--- src/rtl/fp_addsub_seq.sv ---
// Purpose: multi-cycle floating-point add/subtract with round-to-nearest-even; optional flags via FP_ADDSUB_FLAGS_EN.
// Latency: specials 2 cycles, cancellation 3, normal path 4 + max(k,1) where k = normalising left shifts (accept cycle = 1).
// Backpressure: one op in flight; in_ready only in IDLE, result/out_valid held in DONE until out_ready.
module fp_addsub_seq #(
   parameter int EXP_W = 8,
   parameter int MAN_W = 23,
   localparam int W = 1 + EXP_W + MAN_W
) (
   input  logic         clk,
   input  logic         rst,
   input  logic         in_valid,
   output logic         in_ready,
   input  logic [W-1:0] a,
   input  logic [W-1:0] b,
   input  logic         sub,
   output logic         out_valid,
   input  logic         out_ready,
   output logic [W-1:0] result
`ifdef FP_ADDSUB_FLAGS_EN
   ,
   output logic         flag_inv,
   output logic         flag_ovf,
   output logic         flag_unf,
   output logic         flag_inx
`endif
);

   // mantissa datapath {hidden, frac, guard, round, sticky}; one extra carry bit in man_q
   localparam int MW = MAN_W + 4;
   // exponent carries two spare bits so over/underflow stays visible
   localparam int EW = EXP_W + 2;
   localparam logic [EW-1:0]    EMAX   = {2'b00, {EXP_W{1'b1}}};
   localparam logic [EW-1:0]    E_ONE  = EW'(1);
   localparam logic [EXP_W-1:0] SH_MAX = EXP_W'(MAN_W + 3);
   localparam logic [W-1:0]     QNAN   = {1'b0, {EXP_W{1'b1}}, 1'b1, {(MAN_W-1){1'b0}}};

   typedef enum logic [2:0] {IDLE, ALIGN, ADD, NORM, ROUND, DONE} state_t;

   state_t        state;
   logic [W-1:0]  a_q, b_q;
   logic          sub_q;
   logic          sign_q, eff_sub_q;
   logic [EW-1:0] exp_q;
   logic [MW-1:0] ma_q, mb_q;
   logic [MW:0]   man_q;

   // operand fields; b's sign already folded with the operation
   logic             sa, sb;
   logic [EXP_W-1:0] ea, eb;
   logic [MAN_W-1:0] fa, fb;
   logic             a_zero, b_zero, a_inf, b_inf, a_nan, b_nan, swap;

   assign sa     = a_q[W-1];
   assign sb     = b_q[W-1] ^ sub_q;
   assign ea     = a_q[W-2:MAN_W];
   assign eb     = b_q[W-2:MAN_W];
   assign fa     = a_q[MAN_W-1:0];
   assign fb     = b_q[MAN_W-1:0];
   assign a_zero = (ea == '0);
   assign b_zero = (eb == '0);
   assign a_inf  = (&ea) && (fa == '0);
   assign b_inf  = (&eb) && (fb == '0);
   assign a_nan  = (&ea) && (fa != '0);
   assign b_nan  = (&eb) && (fb != '0);
   assign swap   = (b_q[W-2:0] > a_q[W-2:0]);

   logic             spec_hit, spec_inv;
   logic [W-1:0]     spec_res;
   logic             big_s;
   logic [EXP_W-1:0] big_e, small_e, shamt;
   logic [MAN_W-1:0] big_f, small_f;
   logic [MW-1:0]    m_small, mb_al;

   // resolve special operands and align the smaller magnitude with guard/round/sticky
   always_comb begin
      spec_hit = 1'b1;
      spec_inv = 1'b0;
      spec_res = '0;
      if (a_nan || b_nan) begin
         spec_res = QNAN;
      end else if (a_inf && b_inf) begin
         spec_inv = (sa != sb);
         spec_res = (sa != sb) ? QNAN : {sa, a_q[W-2:0]};
      end else if (a_inf) begin
         spec_res = {sa, a_q[W-2:0]};
      end else if (b_inf) begin
         spec_res = {sb, b_q[W-2:0]};
      end else if (a_zero && b_zero) begin
         spec_res = {sa & sb, {(W-1){1'b0}}};
      end else if (b_zero) begin
         spec_res = {sa, a_q[W-2:0]};
      end else if (a_zero) begin
         spec_res = {sb, b_q[W-2:0]};
      end else begin
         spec_hit = 1'b0;
      end

      big_s   = swap ? sb : sa;
      big_e   = swap ? eb : ea;
      small_e = swap ? ea : eb;
      big_f   = swap ? fb : fa;
      small_f = swap ? fa : fb;
      shamt   = big_e - small_e;
      m_small = {1'b1, small_f, 3'b000};
      if (shamt >= SH_MAX) begin
         mb_al = {{(MW-1){1'b0}}, 1'b1};
      end else begin
         mb_al    = m_small >> shamt;
         mb_al[0] = mb_al[0] | (|(m_small & ~({MW{1'b1}} << shamt)));
      end
   end

   logic [MW:0]    add_res, man_shl;
   logic [EW-1:0]  exp_dec, rnd_e;
   logic           rnd_up, rnd_inx;
   logic [MAN_W:0] rnd_f;

   // magnitude add/subtract, one-bit normalise step and RNE rounding
   always_comb begin
      add_res = eff_sub_q ? ({1'b0, ma_q} - {1'b0, mb_q}) : ({1'b0, ma_q} + {1'b0, mb_q});
      man_shl = {man_q[MW-1:0], 1'b0};
      exp_dec = exp_q - E_ONE;
      rnd_inx = man_q[2] | man_q[1] | man_q[0];
      rnd_up  = man_q[2] & (man_q[1] | man_q[0] | man_q[3]);
      rnd_f   = {1'b0, man_q[MW-2:3]} + {{MAN_W{1'b0}}, rnd_up};
      rnd_e   = exp_q + {{(EW-1){1'b0}}, rnd_f[MAN_W]};
   end

   // operation sequencer with registered handshake, result and flags
   always_ff @(posedge clk or posedge rst) begin
      if (rst) begin
         state     <= IDLE;
         in_ready  <= 1'b1;
         out_valid <= 1'b0;
         result    <= '0;
         a_q       <= '0;
         b_q       <= '0;
         sub_q     <= 1'b0;
         sign_q    <= 1'b0;
         eff_sub_q <= 1'b0;
         exp_q     <= '0;
         ma_q      <= '0;
         mb_q      <= '0;
         man_q     <= '0;
`ifdef FP_ADDSUB_FLAGS_EN
         flag_inv  <= 1'b0;
         flag_ovf  <= 1'b0;
         flag_unf  <= 1'b0;
         flag_inx  <= 1'b0;
`endif
      end else begin
         case (state)
            IDLE: begin
               if (in_valid) begin
                  a_q      <= a;
                  b_q      <= b;
                  sub_q    <= sub;
                  in_ready <= 1'b0;
                  state    <= ALIGN;
`ifdef FP_ADDSUB_FLAGS_EN
                  flag_inv <= 1'b0;
                  flag_ovf <= 1'b0;
                  flag_unf <= 1'b0;
                  flag_inx <= 1'b0;
`endif
               end
            end
            ALIGN: begin
               if (spec_hit) begin
                  result    <= spec_res;
                  out_valid <= 1'b1;
                  state     <= DONE;
`ifdef FP_ADDSUB_FLAGS_EN
                  flag_inv  <= spec_inv;
`endif
               end else begin
                  sign_q    <= big_s;
                  eff_sub_q <= sa ^ sb;
                  exp_q     <= {2'b00, big_e};
                  ma_q      <= {1'b1, big_f, 3'b000};
                  mb_q      <= mb_al;
                  state     <= ADD;
               end
            end
            ADD: begin
               if (add_res == '0) begin
                  result    <= '0;
                  out_valid <= 1'b1;
                  state     <= DONE;
               end else begin
                  man_q <= add_res;
                  state <= NORM;
               end
            end
            NORM: begin
               if (man_q[MW]) begin
                  man_q <= {1'b0, man_q[MW:2], man_q[1] | man_q[0]};
                  exp_q <= exp_q + E_ONE;
                  state <= ROUND;
               end else if (man_q[MW-1]) begin
                  state <= ROUND;
               end else if (exp_dec == '0) begin
                  result    <= {sign_q, {(W-1){1'b0}}};
                  out_valid <= 1'b1;
                  state     <= DONE;
`ifdef FP_ADDSUB_FLAGS_EN
                  flag_unf  <= 1'b1;
                  flag_inx  <= 1'b1;
`endif
               end else begin
                  man_q <= man_shl;
                  exp_q <= exp_dec;
                  if (man_shl[MW-1]) state <= ROUND;
               end
            end
            ROUND: begin
               if (rnd_e >= EMAX) begin
                  result   <= {sign_q, {EXP_W{1'b1}}, {MAN_W{1'b0}}};
`ifdef FP_ADDSUB_FLAGS_EN
                  flag_ovf <= 1'b1;
                  flag_inx <= 1'b1;
`endif
               end else begin
                  result   <= {sign_q, rnd_e[EXP_W-1:0], rnd_f[MAN_W-1:0]};
`ifdef FP_ADDSUB_FLAGS_EN
                  flag_inx <= rnd_inx;
`endif
               end
               out_valid <= 1'b1;
               state     <= DONE;
            end
            DONE: begin
               if (out_ready) begin
                  out_valid <= 1'b0;
                  in_ready  <= 1'b1;
                  state     <= IDLE;
               end
            end
            default: state <= IDLE;
         endcase
      end
   end

`ifndef FP_ADDSUB_FLAGS_EN
   // rounding inexactness only feeds the flag outputs
   logic unused_inx;
   assign unused_inx = rnd_inx;
`endif

endmodule

--- config.mk ---
export PLATFORM = sky130hd
export DESIGN_NAME = fp_addsub_seq
export DESIGN_NICKNAME = d
export VERILOG_FILES = /design/src/rtl/fp_addsub_seq.sv
export SDC_FILE = /design/constraint.sdc
export NUM_CORES = 1
export LEC_CHECK = 0
export BUFFER_PORTS_ARGS = -buffer_cell sky130_fd_sc_hd__buf_4
export CAP_MARGIN = 10
export CORE_MARGIN = 2
export CORE_UTILIZATION = 60
export CTS_CLUSTER_SIZE = 28
export DETAILED_ROUTE_END_ITERATION = 6
export PLACE_DENSITY = 0.91
export SYNTH_ARGS = -nofsm -noshare
export SYNTH_HDL_FRONTEND = slang
export SYNTH_SLANG_ARGS = --single-unit
--- constraint.sdc ---
create_clock -name clk -period 6.3 [get_ports clk]
set_clock_uncertainty 0.05 [all_clocks]
set_input_delay 0 -clock clk [delete_from_list [all_inputs] [get_ports clk]]
set_output_delay 0 -clock clk [all_outputs]
set_load 0.05 [all_outputs]
# Yosys cells after proc, flatten, opt, wreduce, memory -nomap -nowiden
# Cells that the tools add are included.
dict set report op_classes {
  add_sub_neg 7
  mux 58
  n_reduce_logical 33
  n_lt_le_gt_ge 3
  bitwise 10
  shift 2
  eq_ne 18
}
# cell count
set op_table {}
lappend op_table {{32-bit two-way mux} 13}
lappend op_table {{32-bit one-hot mux with 4 select lines} 1}
lappend op_table {{27-bit two-way mux} 4}
lappend op_table {{28-bit two-way mux} 2}
lappend op_table {{28-bit one-hot mux with 2 select lines} 1}
lappend op_table {{23-bit zero test} 2}
lappend op_table {{23-bit two-way mux} 2}
lappend op_table {{23-bit nonzero test} 2}
lappend op_table {{10-bit two-way mux} 4}
lappend op_table {{31-bit greater-than comparator} 1}
lappend op_table {{31-bit two-way mux} 1}
lappend op_table {{27-bit by 27-bit adder with 28-bit output} 1}
lappend op_table {{28-bit zero test} 1}
lappend op_table {{27-bit by 27-bit subtractor with 28-bit output} 1}
lappend op_table {{27-bit bitwise AND} 1}
lappend op_table {{27-bit NOT} 1}
lappend op_table {{27-bit OR reduction} 1}
lappend op_table {{27-bit by 8-bit left shift with 27-bit output, first input constant} 1}
lappend op_table {{27-bit by 8-bit right shift with 27-bit output} 1}
lappend op_table {{23-bit by 1-bit adder with 24-bit output} 1}
lappend op_table {{3-bit two-way mux} 8}
lappend op_table {{10-bit one-hot mux with 2 select lines} 1}
lappend op_table {{2-bit != test, second input constant} 9}
lappend op_table {{3-bit one-hot mux with 6 select lines} 1}
lappend op_table {{34 further kinds} 70}
dict set report totals {
  regBits 193
  wordCells 145
  in_bits 69
}

# Depth between registers and ports, before layout
# Gate-level depths: netlist of the first run.
dict set report depth {
  depth_word 10
  depth_mapped 26
}

# Worst setup path before layout of the first run
# Ideal clock, no wire load.
dict set report synth_timing {
  path_kind {register to register}
  start {register a_q[28]}
  end {register mb_q[0]}
  period_less_slack_ns 5.511
  required_time_ns 6.104
  n_path_buf 8
  stages_incl_launch_ff 26
  setup_slack_ns 0.789
  t_arrival_ns 5.314
  cell_sequence {dfrtp_1 > inv_1 > ha_1 > clkbuf_1 > nand4_1 > nor4_1 > nand3_1 > o21a_1 > buf_2 > nand2_1 > clkbuf_1 > clkbuf_1 > buf_1 > a21oi_1 > ha_1 > a31o_2 > or3_1 > clkbuf_1 > nand2_1 > buf_2 > buf_2 > o221ai_1 > a211oi_1 > nand4_1 > a2111oi_0 > a32oi_1}
}
dict set report synth_via {
  elab_chain_len 10
  word_cells_on_any_way 29
}
# item line
set synth_rtl {}
lappend synth_rtl {{from (decl)} 40} ;# logic [W-1:0] a_q, b_q;
lappend synth_rtl {{from (signal assigned)} 136} ;# a_q <= '0;
lappend synth_rtl {{from (signal assigned)} 155} ;# a_q <= a;
lappend synth_rtl {{branches (longest 10 deep; another with 31-bit greater-than comparator)} -}
lappend synth_rtl {{to (signal assigned)} 181} ;# mb_q <= mb_al;
lappend synth_rtl {{to (decl)} 44} ;# logic [MW-1:0] ma_q, mb_q;
# Parallel ways; which one is timed is not known.
# A chain may end at the register's enable or synchronous reset.

# Final worst setup path of the first run
dict set report layout_timing {
  start {register a_q[28]}
  end {register mb_q[5]}
}
dict set report layout_via {
  elab_chain_len 10
  word_cells_on_any_way 24
}
# item
set layout_rtl {}
lappend layout_rtl {{branches (longest 10 deep; another with 31-bit greater-than comparator)}}
# Parallel ways; which one is timed is not known.

==> results.txt, run 1 <==
In the final routed layout, each cell accounts on average for 23.6 um. The core outline area came out at 26100 um^2. The instance count after placement with tap cells included came out at 2268. The remaining design rule violation count is 0. The signal arrival time at the worst endpoint is 6020 ps. By startpoint and endpoint, the worst setup path is classified as register to register. The synthesized area is 15900 um^2.

The initial antenna violation count came out at 3. The synthesized design spends more area on one cell type than any other, namely sky130_fd_sc_hd__dfrtp_1. The source-to-sink clock delay at the later pin of the worst-skew pair is 460 ps. After filler insertion, the fill cell instance count of the layout stands at 2012. The sequential-to-total area share from yosys stat is 30.4%.

The synthesized netlist devotes 3.09% of its cell area to XOR and XNOR gates. The fraction of the mapped netlist area in simple logic gates is 18.5%. The detailed-route vias per instance is approximately 7.0. The starting density of the core is 60.9%.

The remaining number of nets flagged by the antenna check after routing came out at 0. The post-route fraction of the period consumed by the critical path came out at 91.1%. The die footprint came out at 27800 um^2. The maximum net fanout on the critical path came out at 16.

The signal on the critical path passes through inv_1 > ha_1 > nand4_1 > nor4_1 > a211o_1 > o21a_1 > nand2_1 > nor2_1 > a21oi_1 > ha_1 > a31o_2 > o21ai_0 > and2_1 > a211oi_1 > o21ai_0 > buf_4 > a2bb2oi_1 > nor2_1 > a211o_1. The first detailed-routing pass took 7 iterations. The count of buffers added on input and output ports is 102. The aggregate negative setup slack is 0 ps.

The count of mapped cells out of synthesis came out at just under 2000. The delay of the slowest cell on the worst path came out at 720 ps. The cell sitting at the root of the clock tree is a sky130_fd_sc_hd__clkbuf_16. The width of the die came out at 167 um. The pin count of the biggest net entering global routing came out at 113. The count of pins on the block boundary is between 100 and 150. Data on the critical path is required at its endpoint by 6580 ps. The max-cap violation count came out at 0. The global-route wire length before repair is 88.2 mm. The adder-cell area share of the yosys netlist came out at 7.06%. In this run, synthesis produced a sequential element count of 193. The number of antenna diodes in the final layout is 0.

The count of placed standard cells in the final layout, fillers left out came out at 2368. Ranked by instance count, the synthesized netlist is headed by sky130_fd_sc_hd__dfrtp_1 (192), sky130_fd_sc_hd__o21ai_0 (182), sky130_fd_sc_hd__nand2_1 (180), sky130_fd_sc_hd__a21oi_1 (162), sky130_fd_sc_hd__nor2_1 (121). The detailed placer's ending HPWL came out at 40.6 mm. The maximum level of the CTS H-tree is 4. The library cell with the highest instance count after synthesis is sky130_fd_sc_hd__dfrtp_1. During synthesis, Yosys emitted a total of 0 warnings. Clock tree synthesis inserted a total of 17 buffers. Counting flops with an async set or reset pin after synthesis yields a share of 100%. The global-route usage over all layers is 39.8%. After floorplanning, the core was divided into 59 placement rows.

The final RePlAce weighted congestion came out at 1.00. The number of DRC markers after the initial detailed-route iteration is roughly 2700. Yosys mapped the design onto 83 distinct sky130hd cell types. The number of setup violations in the final report came out at 0. The mux cell area share after synthesis came out at 11.1%. The aggregate routed wire length is between 50 and 60 mm. The number of clock sinks seen by CTS is 193. The average cell area after synthesis came out at 8.21 um^2. The count of flip-flops with a built-in enable after synthesis came out at 0.

By area, the combinational part of the netlist is dominated by compound AO/OA/AOI/OAI gates. In the post-synthesis netlist, the biggest area contributors are sky130_fd_sc_hd__dfrtp_1 (30%), sky130_fd_sc_hd__ha_1 (6.9%), sky130_fd_sc_hd__o21ai_0 (5.7%), sky130_fd_sc_hd__a21oi_1 (5.1%), sky130_fd_sc_hd__nand2_1 (4.3%). For this run, the leading register cell type out of synthesis is sky130_fd_sc_hd__dfrtp_1.

TritonCTS built the clock tree. The total count of hold-check failures in the final report is 0. The worst hold path belongs to the class input port to async pin.

The register-to-register path setup slack came out at 560 ps. The clock period could shrink to 5740 ps. The footprint of the multi-input gates came out at 10100 um^2.

The run finished with clean final reports. The clock-pin slew on the worst setup and hold paths came out at about 90 ps. The tightest slew margin relative to the limit came out at 27.5%. The detailed router placed ~17000 vias in this run.

The share of post-route cells with drive strength above 1 came out at 12.8%. Global routing finished with a remaining overflow of 0. The number of global-route vias before repair is 15700. Compared with the post-synthesis result, the final layout area differs by 13.5%. STA classifies the critical path endpoint as a register.

From bottom edge to top edge, the die measures approximately 170 um. The final-report max-slew violation count is 0. The storage element area came out at about 4800 um^2. The largest individual stage delay along the critical path comes from the cell sky130_fd_sc_hd__and2_1. The actual transition at the worst max-transition pin came out at 1090 ps.

The maximum clock insertion buffer count came out at 2. The post-layout net count is 2179. The number of nets in the synthesized netlist is 2093.

Setup repair after global routing left no endpoint under its margin. STA classifies the critical path startpoint as a register. The fraction of the mapped netlist area in compound gates is 23.9%.

The top cell type by area accounts for 30.3% of the synthesized area. Static timing analysis puts the maximum clock frequency at 0.174 GHz.
==> metrics by stage <==
stage	util [%]	instance area [um^2]	hold slack (ps)	setup slack, ps
after detailed placement	64.4	16800	160	770
after CTS	69.2	18000	247	663
after global routing	69.2	18000	278	123
after floorplan	-	15900	66.8	789
after global placement	64.4	16800	155	1060
final	69.2	18000	219	559
==> worst paths after layout <==
check                      startpoint          to  cells after the start
max                           a_q[28]     mb_q[5]                     19
min                               rst     b_q[30]                      3
max reg2reg                   a_q[28]     mb_q[5]                     19
min reg2reg                result[10]  result[10]                      1
max in group asynchronous         rst    man_q[3]                      4
min in group clk                a[28]     a_q[28]                      4
==> cell type report <==
type	count	share of cell area, %
clock buffer	20	2.53
clock inverter	11	0.534
inverter	106	2.25
multi-input combinational	1501	56.2
sequential	193	26.8
tap	335	2.33
timing repair buffer	202	9.37
==> routing by layer <==
layer,share of wire (%),up-vias,GRT usage [%]
met5,0.023,-,0
met4,5.5,2,18.3
met3,12,251,8.48
met2,44,1265,62.3
met1,39,7819,53.1
li1,-,7245,-
==> flip-flops by register name (all words and copies together), names as in the netlist, 3 cells and up <==
| name | cells |
|---|---|
| a_q | 32 |
| state | 3 |
| result | 32 |
| man_q | 28 |
| exp_q | 10 |
| mb_q | 27 |
| ma_q | 24 |
| b_q | 32 |
==> cells in the final DEF (no fill, tap or decap), types with 17 or more instances in the layout <==
cell,n
sky130_fd_sc_hd__a21o_1,17
sky130_fd_sc_hd__a21oi_1,162
sky130_fd_sc_hd__a22oi_1,25
sky130_fd_sc_hd__a31oi_1,23
sky130_fd_sc_hd__and2_1,19
sky130_fd_sc_hd__and3_1,37
sky130_fd_sc_hd__buf_4,133
sky130_fd_sc_hd__clkbuf_16,17
sky130_fd_sc_hd__dfrtp_1,192
sky130_fd_sc_hd__dlygate4sd3_1,69
sky130_fd_sc_hd__ha_1,88
sky130_fd_sc_hd__inv_1,105
sky130_fd_sc_hd__mux2_1,29
sky130_fd_sc_hd__mux2_2,56
sky130_fd_sc_hd__mux2i_1,56
sky130_fd_sc_hd__nand2_1,180
sky130_fd_sc_hd__nand2b_1,19
sky130_fd_sc_hd__nand3_1,51
sky130_fd_sc_hd__nand4_1,27
sky130_fd_sc_hd__nor2_1,119
sky130_fd_sc_hd__nor2b_1,18
sky130_fd_sc_hd__nor3_1,61
sky130_fd_sc_hd__nor4_1,18
sky130_fd_sc_hd__o21ai_0,182
sky130_fd_sc_hd__o22ai_1,30
sky130_fd_sc_hd__xnor2_1,34
sky130_fd_sc_hd__xor2_1,22
==> critical path, delay by kind of cell (launching register included) <==
kind / cells / cell delay (ps)
AOI/OAI and AO/OA: 9 / 2350
buffers and inverters: 2 / 320
and+or+nand+nor: 6 / 1780
adders and majority gates: 2 / 650
DFF: 1 / 470
==> logic make-up (layout without fill, tap and decap cells) <==
kind of cell / count (synthesis) / after routing
AO/OA/AOI/OAI: 603 / 603
XOR/XNOR: 56 / 56
adder cells (fa/ha/maj): 89 / 89
buffers and inverters: 241 / 339
flip-flops: 193 / 193
multiplexers: 152 / 152
AND/OR/NAND/NOR: 601 / 601
==> timing repair <==
action,in CTS,in global routing
gates resized for setup,0,0
setup buffers,0,0
hold buffers,69,0
endpoints found under the hold margin,178,0
Power of run 1 is left out: the tool's default activity adds up to more than one toggle a clock period on the data nets, which glitch-free logic cannot reach.
==> inputs of run 2 (changes only) <==
==> constraint.sdc (replaced) <==
create_clock -name clk -period 5.9 [get_ports clk]
set_clock_uncertainty 0.05 [all_clocks]
set_input_delay 0 -clock clk [delete_from_list [all_inputs] [get_ports clk]]
set_output_delay 0 -clock clk [all_outputs]
set_load 0.05 [all_outputs]
==> run 2 against run 1 <==
The run now ends with DRC left. Clock-buffer cell count decreased by 2. Non-clock buffer count grew 4. Utilization rose by 0.34 points. Cell area grew 0.49%. Hold slack better by 4.5 ps. Register-to-register slack gained 20 ps. Critical path depth down 2. Routed wire length fell by 1.5%. First-iteration DRC count fell by 13%. Via count shrank 1.5%. Worst setup slack better by 18 ps. Sequential share of layout area down 0.13 points.
==> results.txt, run 2 (synthesized netlist as in run 1, its figures left out) <==
The initial antenna violation count came out at 3 (unchanged). The worst hold path begins at b[28]. The worst setup path is launched from a register. Leaving out fill and tap cells, the most frequent cell in the layout is sky130_fd_sc_hd__dfrtp_1. The minimum period implied by the final worst setup slack is 5320 ps (-418 ps). Traced cell by cell, the critical path runs through inv_1 > ha_1 > nand4_1 > nor4_1 > a211o_1 > o21ai_1 > buf_4 > nor2_4 > buf_4 > buf_4 > nand3_1 > o31a_1 > a21o_1 > a211oi_1 > nand4_1 > a2111oi_0 > a32oi_1. The worst setup path is captured at a register. The number of cells traversed by the worst register-to-register path came to 17 (-2).

The core outline area came out at 26100 um^2 (unchanged). The slowest stage of the critical path is the sky130_fd_sc_hd__ha_1 cell. The detailed-route vias per instance was 6.88 (-1.8%). The path class of the lowest-slack min-delay path is input port to register. The tightest slew margin relative to the limit is 28.6% (+1.1 points).

The worst-case setup slack after placement came out at 755 ps (-15.4 ps). The max-cap violation count came to 0 (unchanged). The worst setup path is of the register to register kind. The number of setup violations in the final report came out at 0 (unchanged). The global-route usage over all layers is 39.2% (-0.62 points). The checks that failed: DRC. The maximum level of the CTS H-tree is 4 (unchanged). The TritonCTS clock tree is done. The height of the chip came out at 167 um (unchanged). The number of global-route vias before repair came out at 15551 (-0.95%). The detailed placer's ending HPWL is 40.1 mm (-1.2%). The remaining number of nets flagged by the antenna check after routing came to 0 (unchanged).

The detailed-route via count is 16338 (-1.5%). The worst setup margin came out at 577 ps (+18.3 ps). The register-to-register path setup slack was 580 ps (+20 ps). The final-report max-slew violation count is 0 (unchanged). The CTS buffer count came out at 17 (unchanged). Among cell families on the critical path, the largest total delay comes from compound AO/OA/AOI/OAI gates. The number of detailed-route iterations in the first pass is 7 (unchanged).

The capture instance of the worst register-to-register path is mb_q[0]. The total count of hold-check failures in the final report came out at 0 (unchanged). The maximum net fanout on the critical path came to 31 (+15). The pin count of the biggest net entering global routing is 128 (+13%).

The number of stages on the worst hold path came out at 4. In the layout the commonest cells are sky130_fd_sc_hd__dfrtp_1 (192), sky130_fd_sc_hd__o21ai_0 (182), sky130_fd_sc_hd__nand2_1 (180), sky130_fd_sc_hd__a21oi_1 (162), sky130_fd_sc_hd__buf_4 (137). The aggregate negative setup slack came out at 0 ps (unchanged).

The data required time at the worst endpoint came to 6150 ps (-430 ps). The layout overhead on the synthesized area is 14.1%. The fmax is 0.188 GHz (+7.9%). The number of clock sinks seen by CTS is 193 (unchanged). Tracing the worst setup path back leads to its startpoint at a_q[28]. The aggregate routed wire length came out at 55.0 mm (-1.5%). The post-layout net count is 2183 (+0.18%).

Setup repair after global routing left no endpoint under its margin. The post-cts resize count came out at 0 (unchanged). The footprint of the multi-input gates came out at 10100 um^2 (unchanged).

The path with the worst hold slack has its endpoint at b_q[28]. The number of port buffers is 102 (unchanged). The storage element area is 4830 um^2 (unchanged).

The number of DRC markers after the initial detailed-route iteration is 2314 (-13%). The width of the die came to 167 um (unchanged). The final RePlAce weighted congestion came out at 1.02 (+2.1%).

The signal arrival time at the worst endpoint came out at 5570 ps (-450 ps). The count of pins on the block boundary came out at 103 (unchanged). The global-route wire length before repair was 86.9 mm (-1.5%).

The number of placement rows was 59 (unchanged). The run finished, with violations left. The tree is rooted in a sky130_fd_sc_hd__clkbuf_16. The source-to-sink clock delay at the later pin of the worst-skew pair came to 460 ps (about the same).

The post-route fraction of the period consumed by the critical path is 90.2% (-0.91 points). The total congestion overflow is 0 (unchanged). The buffers plus inverters on the worst setup path is 4 (+2). The average detailed-routed wire length per instance is 23.2 um (-1.9%). The final cell utilization of the core is 69.5% (+0.34 points).

The cell type with the highest occurrence count on the critical path is sky130_fd_sc_hd__buf_4. The delay of the slowest cell on the worst path is 470 ps (-250 ps). The largest registers in the layout are a_q (32), b_q (32), result (32). The starting density of the core came out at 60.9% (unchanged). The share of post-route cells with drive strength above 1 came out at 13.1% (+0.26 points). The die footprint is 27800 um^2 (unchanged).

The clock-pin slew on the worst setup and hold paths is 90 ps (about the same). The remaining design rule violation count came out at 4 (+4). The maximum clock insertion buffer count came out at 2 (unchanged). The startpoint identified for the worst register-to-register timing path is a_q[28]. The number of inserted filler cells in the final layout was 2023 (+0.55%). The actual transition at the worst max-transition pin came to 1070 ps (-16.2 ps).
## run 2: area by class of cell
class	count	area share (%)
flip-flops and latches	193	26.7
diodes	3	0.0414
inverters	106	2.24
clock inverters	14	0.905
clock buffers	18	2.42
well taps	335	2.31
multi-input cells	1501	55.9
repair buffers	206	9.49
## run 2: timing repair
item	in CTS	in global routing
endpoints found under the hold margin	193	0
hold buffers	69	0
setup buffers	0	0
setup endpoints to repair	0	0
## run 2: metrics by stage
stage	instance area [um^2]	hold WS, ps	instances
final	18100	224	2376
after global routing	18100	262	2373
after CTS	18100	228	2373
after detailed placement	16800	158	2272
after global placement	16800	152	2272
after floorplan	15900	66.8	1935
## run 2: metal layers
layer / vias up / track usage (%) / share of wire (%)
met3: 224 / 10.2 / 12
met1: 7760 / 51.9 / 38
li1: 7236 / - / -
met5: - / 0 / 0.029
met4: 2 / 16.2 / 5.1
met2: 1116 / 61.3 / 45
## run 2: how the worst max path moves through the flow
stage | to | slack, ps | cells past startpoint
2_1_floorplan | mb_q[0] | 390 | 25
3_3_place_gp | result[31] | 930 | 14
3_5_place_dp | result[21] | 750 | 15
4_1_cts | result[21] | 730 | 15
5_1_grt | result[12] | 300 | 15
6_report | mb_q[0] | 580 | 17
## run 2: tightest hold or removal path, delay by kind of cell
kind | cells | cell delay (ps)
simple gates | 1 | 30
buf+inv | 2 | 610
compound gates | 1 | 60
Power of run 2 is left out for the same reason.
